File: config.mk
export PLATFORM = sky130hd
export DESIGN_NAME = cpu_sequencer
export DESIGN_NICKNAME = d
export VERILOG_FILES = /design/src/rtl/cpu_sequencer_pkg.sv /design/src/rtl/cpu_pc_counter.sv /design/src/rtl/cpu_sequencer.sv
export SDC_FILE = /design/constraint.sdc
export NUM_CORES = 1
export LEC_CHECK = 0
export ABC_AREA = 1
export CAP_MARGIN = 10
export CELL_PAD_IN_SITES_DETAIL_PLACEMENT = 1
export CELL_PAD_IN_SITES_GLOBAL_PLACEMENT = 1
export CORE_UTILIZATION = 34
export CTS_CLUSTER_SIZE = 10
export DETAILED_ROUTE_END_ITERATION = 10
export GPL_ROUTABILITY_DRIVEN = 0
export PLACE_DENSITY = 0.9
export SYNTH_ARGS = -nofsm -noshare
export SYNTH_HDL_FRONTEND = slang
export SYNTH_SLANG_ARGS = --single-unit
File: constraint.sdc
create_clock -name clk -period 3.2 [get_ports clk]
set_clock_uncertainty 0.15 [all_clocks]
set_input_delay 0.8 -clock clk [delete_from_list [all_inputs] [get_ports clk]]
set_output_delay 0.8 -clock clk [all_outputs]
set_load 0.1 [all_outputs]
File: src/rtl/cpu_sequencer_pkg.sv
// cpu_sequencer_pkg: shared definitions for the simple 4-bit-PC / 8-bit-instruction CPU.
// Holds widths, opcode encodings, sequencer state encodings and instruction field
// positions. The register file and ALU reuse the same opcode and field definitions.
package cpu_sequencer_pkg;

    localparam int unsigned CPU_PC_W    = 4;
    localparam int unsigned CPU_INSTR_W = 8;

    // Opcodes in IR[7:6]
    localparam logic [1:0] OP_ADD = 2'b00;
    localparam logic [1:0] OP_SUB = 2'b01;
    localparam logic [1:0] OP_HLT = 2'b10;
    localparam logic [1:0] OP_BZ  = 2'b11;

    // Instruction field bit positions (layout fixed for 8-bit instructions)
    localparam int unsigned OPC_MSB = 7;
    localparam int unsigned OPC_LSB = 6;
    localparam int unsigned RS_MSB  = 5;
    localparam int unsigned RS_LSB  = 4;
    localparam int unsigned RT_MSB  = 3;
    localparam int unsigned RT_LSB  = 2;
    localparam int unsigned RD_MSB  = 1;
    localparam int unsigned RD_LSB  = 0;

    typedef enum logic [2:0] {
        StIdle   = 3'd0,
        StFetch  = 3'd1,
        StDecode = 3'd2,
        StExec   = 3'd3,
        StWb     = 3'd4,
        StHalt   = 3'd5
    } state_t;

    function automatic logic [1:0] get_opcode(input logic [CPU_INSTR_W-1:0] ir);
        return ir[OPC_MSB:OPC_LSB];
    endfunction

endpackage

File: src/rtl/cpu_pc_counter.sv
// cpu_pc_counter: program counter register with clear, load and wrapping increment.
// Ports:
//   clk, rst   - clock, asynchronous active-high reset (pc -> 0)
//   i_clr      - synchronous clear to 0 (highest priority)
//   i_load     - load i_target
//   i_target   - branch target
//   i_inc      - increment by one, wrapping at 2**W
//   o_pc       - current program counter
module cpu_pc_counter #(
    parameter int unsigned W = 4
) (
    input  logic         clk,
    input  logic         rst,
    input  logic         i_clr,
    input  logic         i_load,
    input  logic [W-1:0] i_target,
    input  logic         i_inc,
    output logic [W-1:0] o_pc
);

    logic [W-1:0] r_pc;

    always_ff @(posedge clk or posedge rst) begin
        if (rst) begin
            r_pc <= '0;
        end else if (i_clr) begin
            r_pc <= '0;
        end else if (i_load) begin
            r_pc <= i_target;
        end else if (i_inc) begin
            r_pc <= r_pc + W'(1);  // natural wrap, no carry out
        end
    end

    assign o_pc = r_pc;

endmodule

File: src/rtl/cpu_sequencer.sv
// cpu_sequencer: multi-cycle control sequencer for the simple CPU.
// Owns the PC (via cpu_pc_counter) and the instruction register, and steps each
// instruction through FETCH, DECODE, EXEC and (for ADD/SUB) WB.
// Ports:
//   clk, rst          - clock, asynchronous active-high reset
//   start             - begin execution at PC 0 (honoured only in IDLE or HALT)
//   imem_addr/data    - asynchronous-read instruction memory interface
//   rs_zero           - register file port A read data is zero (BZ condition)
//   rf_ra/rf_rb/rf_wa - register file addresses decoded from IR
//   rf_we             - register write enable, high in WB only
//   alu_op            - 0 add, 1 subtract (IR[6])
//   pc                - current program counter
//   busy/halted       - status flags
//   retire            - one-cycle pulse per completed instruction
module cpu_sequencer
    import cpu_sequencer_pkg::*;
#(
    parameter int unsigned PC_W    = CPU_PC_W,
    parameter int unsigned INSTR_W = CPU_INSTR_W
) (
    input  logic               clk,
    input  logic               rst,
    input  logic               start,
    output logic [PC_W-1:0]    imem_addr,
    input  logic [INSTR_W-1:0] imem_data,
    input  logic               rs_zero,
    output logic [1:0]         rf_ra,
    output logic [1:0]         rf_rb,
    output logic [1:0]         rf_wa,
    output logic               rf_we,
    output logic               alu_op,
    output logic [PC_W-1:0]    pc,
    output logic               busy,
    output logic               halted,
    output logic               retire
);

    state_t             r_state;
    logic [INSTR_W-1:0] r_ir;
    logic               r_busy;
    logic               r_halted;
    logic               r_rf_we;

    logic [1:0]         w_opcode;
    logic               w_pc_clr;
    logic               w_pc_load;
    logic               w_pc_inc;
    logic [PC_W-1:0]    w_pc;

    assign w_opcode = get_opcode(r_ir);

    // Sequencer FSM; status outputs are registered alongside the state.
    always_ff @(posedge clk or posedge rst) begin
        if (rst) begin
            r_state  <= StIdle;
            r_ir     <= '0;
            r_busy   <= 1'b0;
            r_halted <= 1'b0;
            r_rf_we  <= 1'b0;
        end else begin
            unique case (r_state)
                StIdle: begin
                    if (start) begin
                        r_state <= StFetch;
                        r_busy  <= 1'b1;
                    end
                end
                StFetch: begin
                    r_ir    <= imem_data;
                    r_state <= StDecode;
                end
                StDecode: begin
                    r_state <= StExec;
                end
                StExec: begin
                    case (w_opcode)
                        OP_ADD, OP_SUB: begin
                            r_state <= StWb;
                            r_rf_we <= 1'b1;
                        end
                        OP_BZ: begin
                            r_state <= StFetch;
                        end
                        default: begin  // OP_HLT
                            r_state  <= StHalt;
                            r_busy   <= 1'b0;
                            r_halted <= 1'b1;
                        end
                    endcase
                end
                StWb: begin
                    r_rf_we <= 1'b0;
                    r_state <= StFetch;
                end
                StHalt: begin
                    if (start) begin
                        r_state  <= StFetch;
                        r_busy   <= 1'b1;
                        r_halted <= 1'b0;
                    end
                end
                default: begin
                    r_state  <= StIdle;
                    r_busy   <= 1'b0;
                    r_halted <= 1'b0;
                    r_rf_we  <= 1'b0;
                end
            endcase
        end
    end

    // PC control: restart clears, taken BZ loads, untaken BZ and WB step.
    always_comb begin
        w_pc_clr  = 1'b0;
        w_pc_load = 1'b0;
        w_pc_inc  = 1'b0;
        if ((r_state == StIdle || r_state == StHalt) && start) begin
            w_pc_clr = 1'b1;
        end
        if (r_state == StExec && w_opcode == OP_BZ) begin
            w_pc_load = rs_zero;
            w_pc_inc  = !rs_zero;
        end
        if (r_state == StWb) begin
            w_pc_inc = 1'b1;
        end
    end

    // Completion is visible in the final cycle of each instruction.
    always_comb begin
        retire = 1'b0;
        if (r_state == StWb) begin
            retire = 1'b1;
        end else if (r_state == StExec && (w_opcode == OP_BZ || w_opcode == OP_HLT)) begin
            retire = 1'b1;
        end
    end

    cpu_pc_counter #(
        .W(PC_W)
    ) u_pc (
        .clk      (clk),
        .rst      (rst),
        .i_clr    (w_pc_clr),
        .i_load   (w_pc_load),
        .i_target (r_ir[PC_W-1:0]),
        .i_inc    (w_pc_inc),
        .o_pc     (w_pc)
    );

    assign pc        = w_pc;
    assign imem_addr = w_pc;
    assign rf_ra     = r_ir[RS_MSB:RS_LSB];
    assign rf_rb     = r_ir[RT_MSB:RT_LSB];
    assign rf_wa     = r_ir[RD_MSB:RD_LSB];
    assign alu_op    = r_ir[OPC_LSB];
    assign rf_we     = r_rf_we;
    assign busy      = r_busy;
    assign halted    = r_halted;

endmodule

==> results.rst, run 1 <==
.. list-table::
   :header-rows: 1

   * - Metric
     - Value
   * - Final critical-path required period
     - 2.533 ns
   * - Post-Layout Cell Count
     - between 150 and 200
   * - Critical Path Sink Type
     - output pin
   * - Number of cells produced by synthesis
     - between 100 and 150
   * - Util after Layout
     - a little under half
   * - Clock buffer count from CTS
     - 3
   * - Cell area after synthesis
     - between 900 and 1000 um^2
   * - Crit path kind
     - flop to output pin
   * - Hold Violations, Final
     - 0
   * - Total core area
     - about 2600 um^2
   * - Row Count
     - 18
   * - Crit share post-route
     - between 70 and 80%
   * - Most used cells in the layout excluding fill and tap cells
     - sky130_fd_sc_hd__nand2_1, sky130_fd_sc_hd__buf_4, sky130_fd_sc_hd__dfrtp_1, sky130_fd_sc_hd__nor2_1, sky130_fd_sc_hd__nand3_1
   * - DR WL met3
     - approximately 97 um
   * - Post-DP HPWL
     - approximately 1.8 mm
   * - Clock root cell
     - sky130_fd_sc_hd__clkbuf_4
   * - Total routing usage reported by global routing
     - roughly 15%
   * - Yosys warns
     - 0
   * - Die X
     - about 55 um
   * - Floorplan die height
     - 55.37 um
   * - Die area
     - 3066 um^2
   * - Worst hold path type
     - flop to flop
   * - Relative area change from synthesis to final layout
     - 24.94%
   * - Max-Slew Margin vs Limit
     - between 50% and 60%
   * - Maximum number of pins on one net before global-route repair
     - 19
   * - Total via count in the routed design
     - between 800 and 900
   * - Initial core utilization
     - between 30% and 40%
   * - Number of slew-limit violations in the final report
     - 0
   * - Worst Path Required
     - about 2.3 ns
   * - Number of distinct standard cells referenced by the synthesized netlist
     - 18
   * - Signal arrival time at the worst endpoint
     - 1.58 ns
   * - Routed met1 length
     - 924 um
   * - Quantity of I/O buffers inserted on ports
     - 30
   * - Post-CTS Resized
     - 0
   * - Sequential element share of the synthesized area
     - ~47%
   * - Count of buffers added by post-CTS timing repair for setup
     - 0
   * - Vias per cell
     - approximately 4.9
   * - Global-route wire length before repair
     - 3.698 mm
   * - Final global-route overflow total
     - 0
   * - Detailed route wirelength on metal2
     - 1.162 mm
   * - NumNets Final
     - about 160
   * - Final routed DRC violation total
     - 0
   * - TritonCTS clock tree
     - yes
   * - Total negative slack for setup checks
     - 0 ns
   * - Total of hold buffers inserted after clock tree synthesis
     - 0
   * - Clock Sinks
     - 18
   * - Topmost layer with routed signal wires
     - met4
   * - Aggregate routed wire length
     - around 2.2 mm
   * - Maximum fanout along the worst path
     - 8
   * - Syn_area_per_cell
     - slightly below 8 um^2
   * - RSZ-0062 raised after global routing
     - no
   * - Count of filler cells inserted in the layout
     - 330
   * - Remaining number of nets flagged by the antenna check after routing
     - 0
   * - CTS clk-pin slew, worst paths
     - 0.10 ns
   * - Antenna violations before repair
     - 0
   * - Router iterations before antenna repair
     - 4
   * - Diode insertion count for antenna repair
     - 0
   * - Most common cell after layout, fill and taps aside
     - sky130_fd_sc_hd__nand2_1
   * - Final setup violation count
     - 0
   * - Number of DRC violations after detailed-routing iteration 0
     - 11
   * - CTS H-tree lvls
     - 1
   * - Placed insts
     - 170
   * - Nets in the synthesized netlist
     - around 140
   * - Number of global-route vias before repair
     - around 830
   * - Pin slew with the least headroom to its limit
     - around 0.68 ns
   * - Insertion delay to the later sink of the worst-skew pair
     - between 0.2 and 0.3 ns
   * - # Max-Cap Violations
     - 0
   * - Io pins
     - 31
   * - Startpoint types
     - flop
   * - Share of cells above drive strength 1
     - 22.92%
   * - Register bit total from synthesis
     - 18
   * - Result of the run
     - complete, no violations
   * - Buffer levels on the longest clock path
     - 2
   * - DR WL/cell
     - between 10 and 15 um
   * - Fmax
     - 394.7 MHz
cells by family after synthesis:
logic type	count (synthesis)	share of synthesized area [%]
muxes	3	3.488
adders and majority gates	1	1.292
buffers and inverters	27	14.60
xor gates and xnor gates	2	1.809
AOI/OAI and AO/OA	12	6.331
and+or+nand+nor	59	25.97
DFF	18	46.51
sequential cells by signal, indices dropped and copies added (netlist names):
| name | flops |
|---|---|
| busy | 1 |
| u_pc.o_pc | 4 |
| rf_we | 1 |
| halted | 1 |
| r_state | 3 |
| r_ir | 8 |
final timing paths:
path                            slack (ns)       start  cells past startpoint      endpoint
worst max-delay path                  0.67  r_state[1]                      4        retire
worst min-delay path                  0.34        busy                      2          busy
worst max register to register        1.63  r_state[1]                      7        halted
worst min register to register        0.34        busy                      2          busy
max in group asynchronous             1.71         rst                      2  u_pc.o_pc[1]
min in group asynchronous             0.75         rst                      2       r_ir[7]
synth_stat cells:
master,instances,area share (%)
sky130_fd_sc_hd__inv_1,11,4.3
sky130_fd_sc_hd__xor2_1,1,0.90
sky130_fd_sc_hd__nand2_1,30,12
sky130_fd_sc_hd__o22ai_1,1,0.65
sky130_fd_sc_hd__ha_1,1,1.3
sky130_fd_sc_hd__inv_2,4,1.5
sky130_fd_sc_hd__nor2_2,1,0.65
sky130_fd_sc_hd__o21ai_0,4,2.1
sky130_fd_sc_hd__nand3_1,12,6.2
sky130_fd_sc_hd__nor2_1,14,5.4
sky130_fd_sc_hd__dfrtp_1,18,47
sky130_fd_sc_hd__xnor2_1,1,0.90
sky130_fd_sc_hd__a21oi_1,5,2.6
sky130_fd_sc_hd__buf_2,2,1.0
sky130_fd_sc_hd__mux2_2,3,3.5
sky130_fd_sc_hd__buf_4,10,7.8
sky130_fd_sc_hd__nand3_2,2,2.1
sky130_fd_sc_hd__o21ai_1,2,1.0
critical path, cell delays in order (launching register included):
cell                      delay (ns)
sky130_fd_sc_hd__dfrtp_1        0.49
sky130_fd_sc_hd__nor2_1         0.25
sky130_fd_sc_hd__nand2_1        0.15
sky130_fd_sc_hd__o21ai_1        0.10
sky130_fd_sc_hd__buf_4          0.30
metal layers:
metal / vias up / track usage, %
li1: 417 / -
met1: 407 / 17.68
met2: 26 / 26.85
met3: 4 / 2.108
met4: 0 / 5.357
met5: - / 0
final cells by class:
class,instances,area [um^2],share of cell area (%)
timing repair buffer,30,252.7,20.89
sequential,18,450.4,37.23
inverter,15,56.30,4.654
tap,30,37.54,3.102
multi-input combinational,77,376.6,31.13
clock buffer,4,36.28,2.999
per-stage QoR:
step / hold slack, ns / setup WS (ns) / instance area (um^2)
2_1_floorplan: 0.3301 / 0.2846 / 968.4
3_3_place_gp: 0.3195 / 1.103 / 1174
3_5_place_dp: 0.3234 / 0.9957 / 1174
4_1_cts: 0.3495 / 0.6618 / 1210
5_1_grt: 0.3859 / 0.5893 / 1210
6_report: 0.3402 / 0.6665 / 1210
Power of run 1 is left out: the tool's default activity adds up to more than one toggle a clock period on the data nets, which glitch-free logic cannot reach.
==> run 2, diff against run 1 <==
Settings changed: CORE_UTILIZATION 34 to 29, PLACE_DENSITY 0.9 to 0.82.
Clock period 3.2 ns to 2.2 ns, I/O delays scaled along.
==> run 2 against run 1 <==
Die area grew 17%. Utilization barely moved. Sequential cell count is the same. Non-clock buffer count grew 1. Worst setup slack got worse by 0.58 ns. Sequential share of layout area decreased by 6.1 points. Hold slack gained 0.038 ns.
==> results.rst, run 2 (synthesis results as in run 1) <==
.. list-table::
   :header-rows: 1

   * - Metric
     - Value
   * - Result of the run
     - complete, no violations
   * - Quantity of I/O buffers inserted on ports
     - 30 (unchanged)
   * - Register-to-register setup slack
     - 0.61 ns (-1.02 ns)
   * - Endpoint of the most critical register-to-register path
     - busy
   * - Crit path kind
     - flop to output pin
   * - Hold path startpoint
     - r_ir[4]
   * - Number of slew-limit violations in the final report
     - 0 (unchanged)
   * - Insertion delay to the later sink of the worst-skew pair
     - 0.29 ns (about the same)
   * - Fmax
     - ~470 MHz
   * - Most common cell after layout, fill and taps aside
     - sky130_fd_sc_hd__nand2_1
   * - Critical Path Sink Type
     - output pin
   * - Initial core utilization
     - 31.21% (-6.2 points)
   * - TritonCTS clock tree
     - yes
   * - Vias per cell
     - 4.569 (-6.9%)
   * - Total routing usage reported by global routing
     - 15.32% (+0.50 points)
   * - Number of DRC violations after detailed-routing iteration 0
     - 7 (-4)
   * - Worst hold path type
     - flop to flop
   * - Die area
     - 3574 um^2 (+17%)
   * - Die X
     - 59.79 um (+8.0%)
   * - Maximum fanout along the worst path
     - 6 (-2)
   * - Design Area, Final
     - 1449 um^2 (+20%)
   * - Total of hold buffers inserted after clock tree synthesis
     - 0 (unchanged)
   * - Startpoint types
     - flop
   * - Hold Violations, Final
     - 0 (unchanged)
   * - Relative area change from synthesis to final layout
     - 49.61%
   * - Diode insertion count for antenna repair
     - 0 (unchanged)
   * - Buffer levels on the longest clock path
     - 2 (unchanged)
   * - Global-route wire length before repair
     - 4.002 mm (+8.2%)
   * - CTS clk-pin slew, worst paths
     - 0.10 ns (about the same)
   * - Io pins
     - 31 (unchanged)
   * - Share of cells above drive strength 1
     - 25.00% (+2.1 points)
   * - Clock buffer count from CTS
     - 3 (unchanged)
   * - DR WL/cell
     - 11.88 um (-6.4%)
   * - Pin slew with the least headroom to its limit
     - 0.3226 ns (-0.3588 ns)
   * - Start point of the critical path
     - r_state[0]
   * - Post-CTS Resized
     - 0 (unchanged)
   * - Most used cells in the layout excluding fill and tap cells
     - sky130_fd_sc_hd__nand2_1, sky130_fd_sc_hd__dfrtp_1, sky130_fd_sc_hd__buf_12, sky130_fd_sc_hd__nor2_1, sky130_fd_sc_hd__nand3_1
   * - NumNets Final
     - 159 (+0.63%)
   * - # Max-Cap Violations
     - 0 (unchanged)
   * - Launch instance of the worst register-to-register path
     - r_state[2]
   * - Row Count
     - 20 (+2)
   * - Worst Path Required
     - 1.50 ns (-0.75 ns)
   * - Total core area
     - 3103 um^2 (+20%)
   * - Min setup slack post-route
     - 0.08976 ns (-0.5767 ns)
   * - Capture point of the critical path
     - retire
   * - Final routed DRC violation total
     - 0 (unchanged)
   * - Worst setup timing slack at the placement stage
     - 0.3536 ns (-0.6421 ns)
   * - Path depth of the worst reg2reg path
     - 7 (unchanged)
   * - Remaining number of nets flagged by the antenna check after routing
     - 0 (unchanged)
   * - Clock Sinks
     - 18 (unchanged)
   * - Antenna violations before repair
     - 0 (unchanged)
   * - Router iterations before antenna repair
     - 4 (unchanged)
   * - Aggregate routed wire length
     - 2.233 mm (+1.1%)
   * - Crit share post-route
     - a little over nine tenths
   * - Top reg by flops
     - r_ir
   * - Max reg flops
     - 8 (unchanged)
   * - Final critical-path required period
     - approximately 2.1 ns
   * - Floorplan die height
     - 59.79 um (+8.0%)
   * - Total via count in the routed design
     - 859 (+0.59%)
   * - Final global-route overflow total
     - 0 (unchanged)
   * - Final setup violation count
     - 0 (unchanged)
   * - RSZ-0062 raised after global routing
     - no
   * - Number of global-route vias before repair
     - 929 (+12%)
   * - Total negative slack for setup checks
     - 0 ns (unchanged)
   * - Post-DP HPWL
     - 1.808 mm (+0.87%)
   * - CTS H-tree lvls
     - 1 (unchanged)
   * - Maximum number of pins on one net before global-route repair
     - 19 (unchanged)
   * - Signal arrival time at the worst endpoint
     - 1.41 ns (-0.17 ns)
   * - Max-Slew Margin vs Limit
     - 78.50% (+24 points)
   * - Clock root cell
     - sky130_fd_sc_hd__clkbuf_4
   * - Area after detailed placement
     - 1415 um^2 (+21%)
   * - Count of buffers added by post-CTS timing repair for setup
     - 0 (unchanged)
==> run 2: stage by stage <==
stage	std cells	utilization, %	hold slack (ns)
floorplan	122	-	0.3305
global placement	185	45.60	0.3418
global route	188	46.69	0.3915
CTS	188	46.33	0.3812
detailed placement	185	45.60	0.3566
finish	188	46.69	0.3781
==> run 2: worst min path at each step <==
stage | to | cells past startpoint
3_5_place_dp | r_ir[4] | 1
4_1_cts | r_ir[4] | 1
6_report | r_ir[4] | 1
3_3_place_gp | r_ir[4] | 1
2_1_floorplan | rf_we | 1
5_1_grt | r_ir[4] | 1
==> run 2: worst max-delay path: stages (launching register included) <==
cell and delay [ns]:
sky130_fd_sc_hd__dfrtp_1 0.49, sky130_fd_sc_hd__nor2_2 0.19, sky130_fd_sc_hd__nand2_1 0.13, sky130_fd_sc_hd__o21ai_2 0.11
sky130_fd_sc_hd__buf_12 0.19
==> run 2: final cells by class <==
class	instances	area [um^2]
Tap cell	44	55.05
Clock buffer	3	22.52
Inverter	15	56.30
Sequential cell	18	451.7
Fill cell	393	1654
Timing Repair Buffer	31	473.0
Multi-Input combinational cell	77	390.4
==> run 2: layer usage <==
layer  track usage, %  routed length, um  vias up
met1            17.64                955      414
met3            2.381                 73        4
met5                0                  0        -
li1                 -                  -      420
met2            27.14               1153       21
met4            7.973                 51        0
Power of run 2 is left out for the same reason.
==> run 3, diff against run 2 <==
Settings changed: CTS_CLUSTER_DIAMETER set to 150.
==> results of run 3 <==
Same layout as run 2: the final DEF is identical, and so are final timing and power.
Power of run 3 is left out for the same reason.
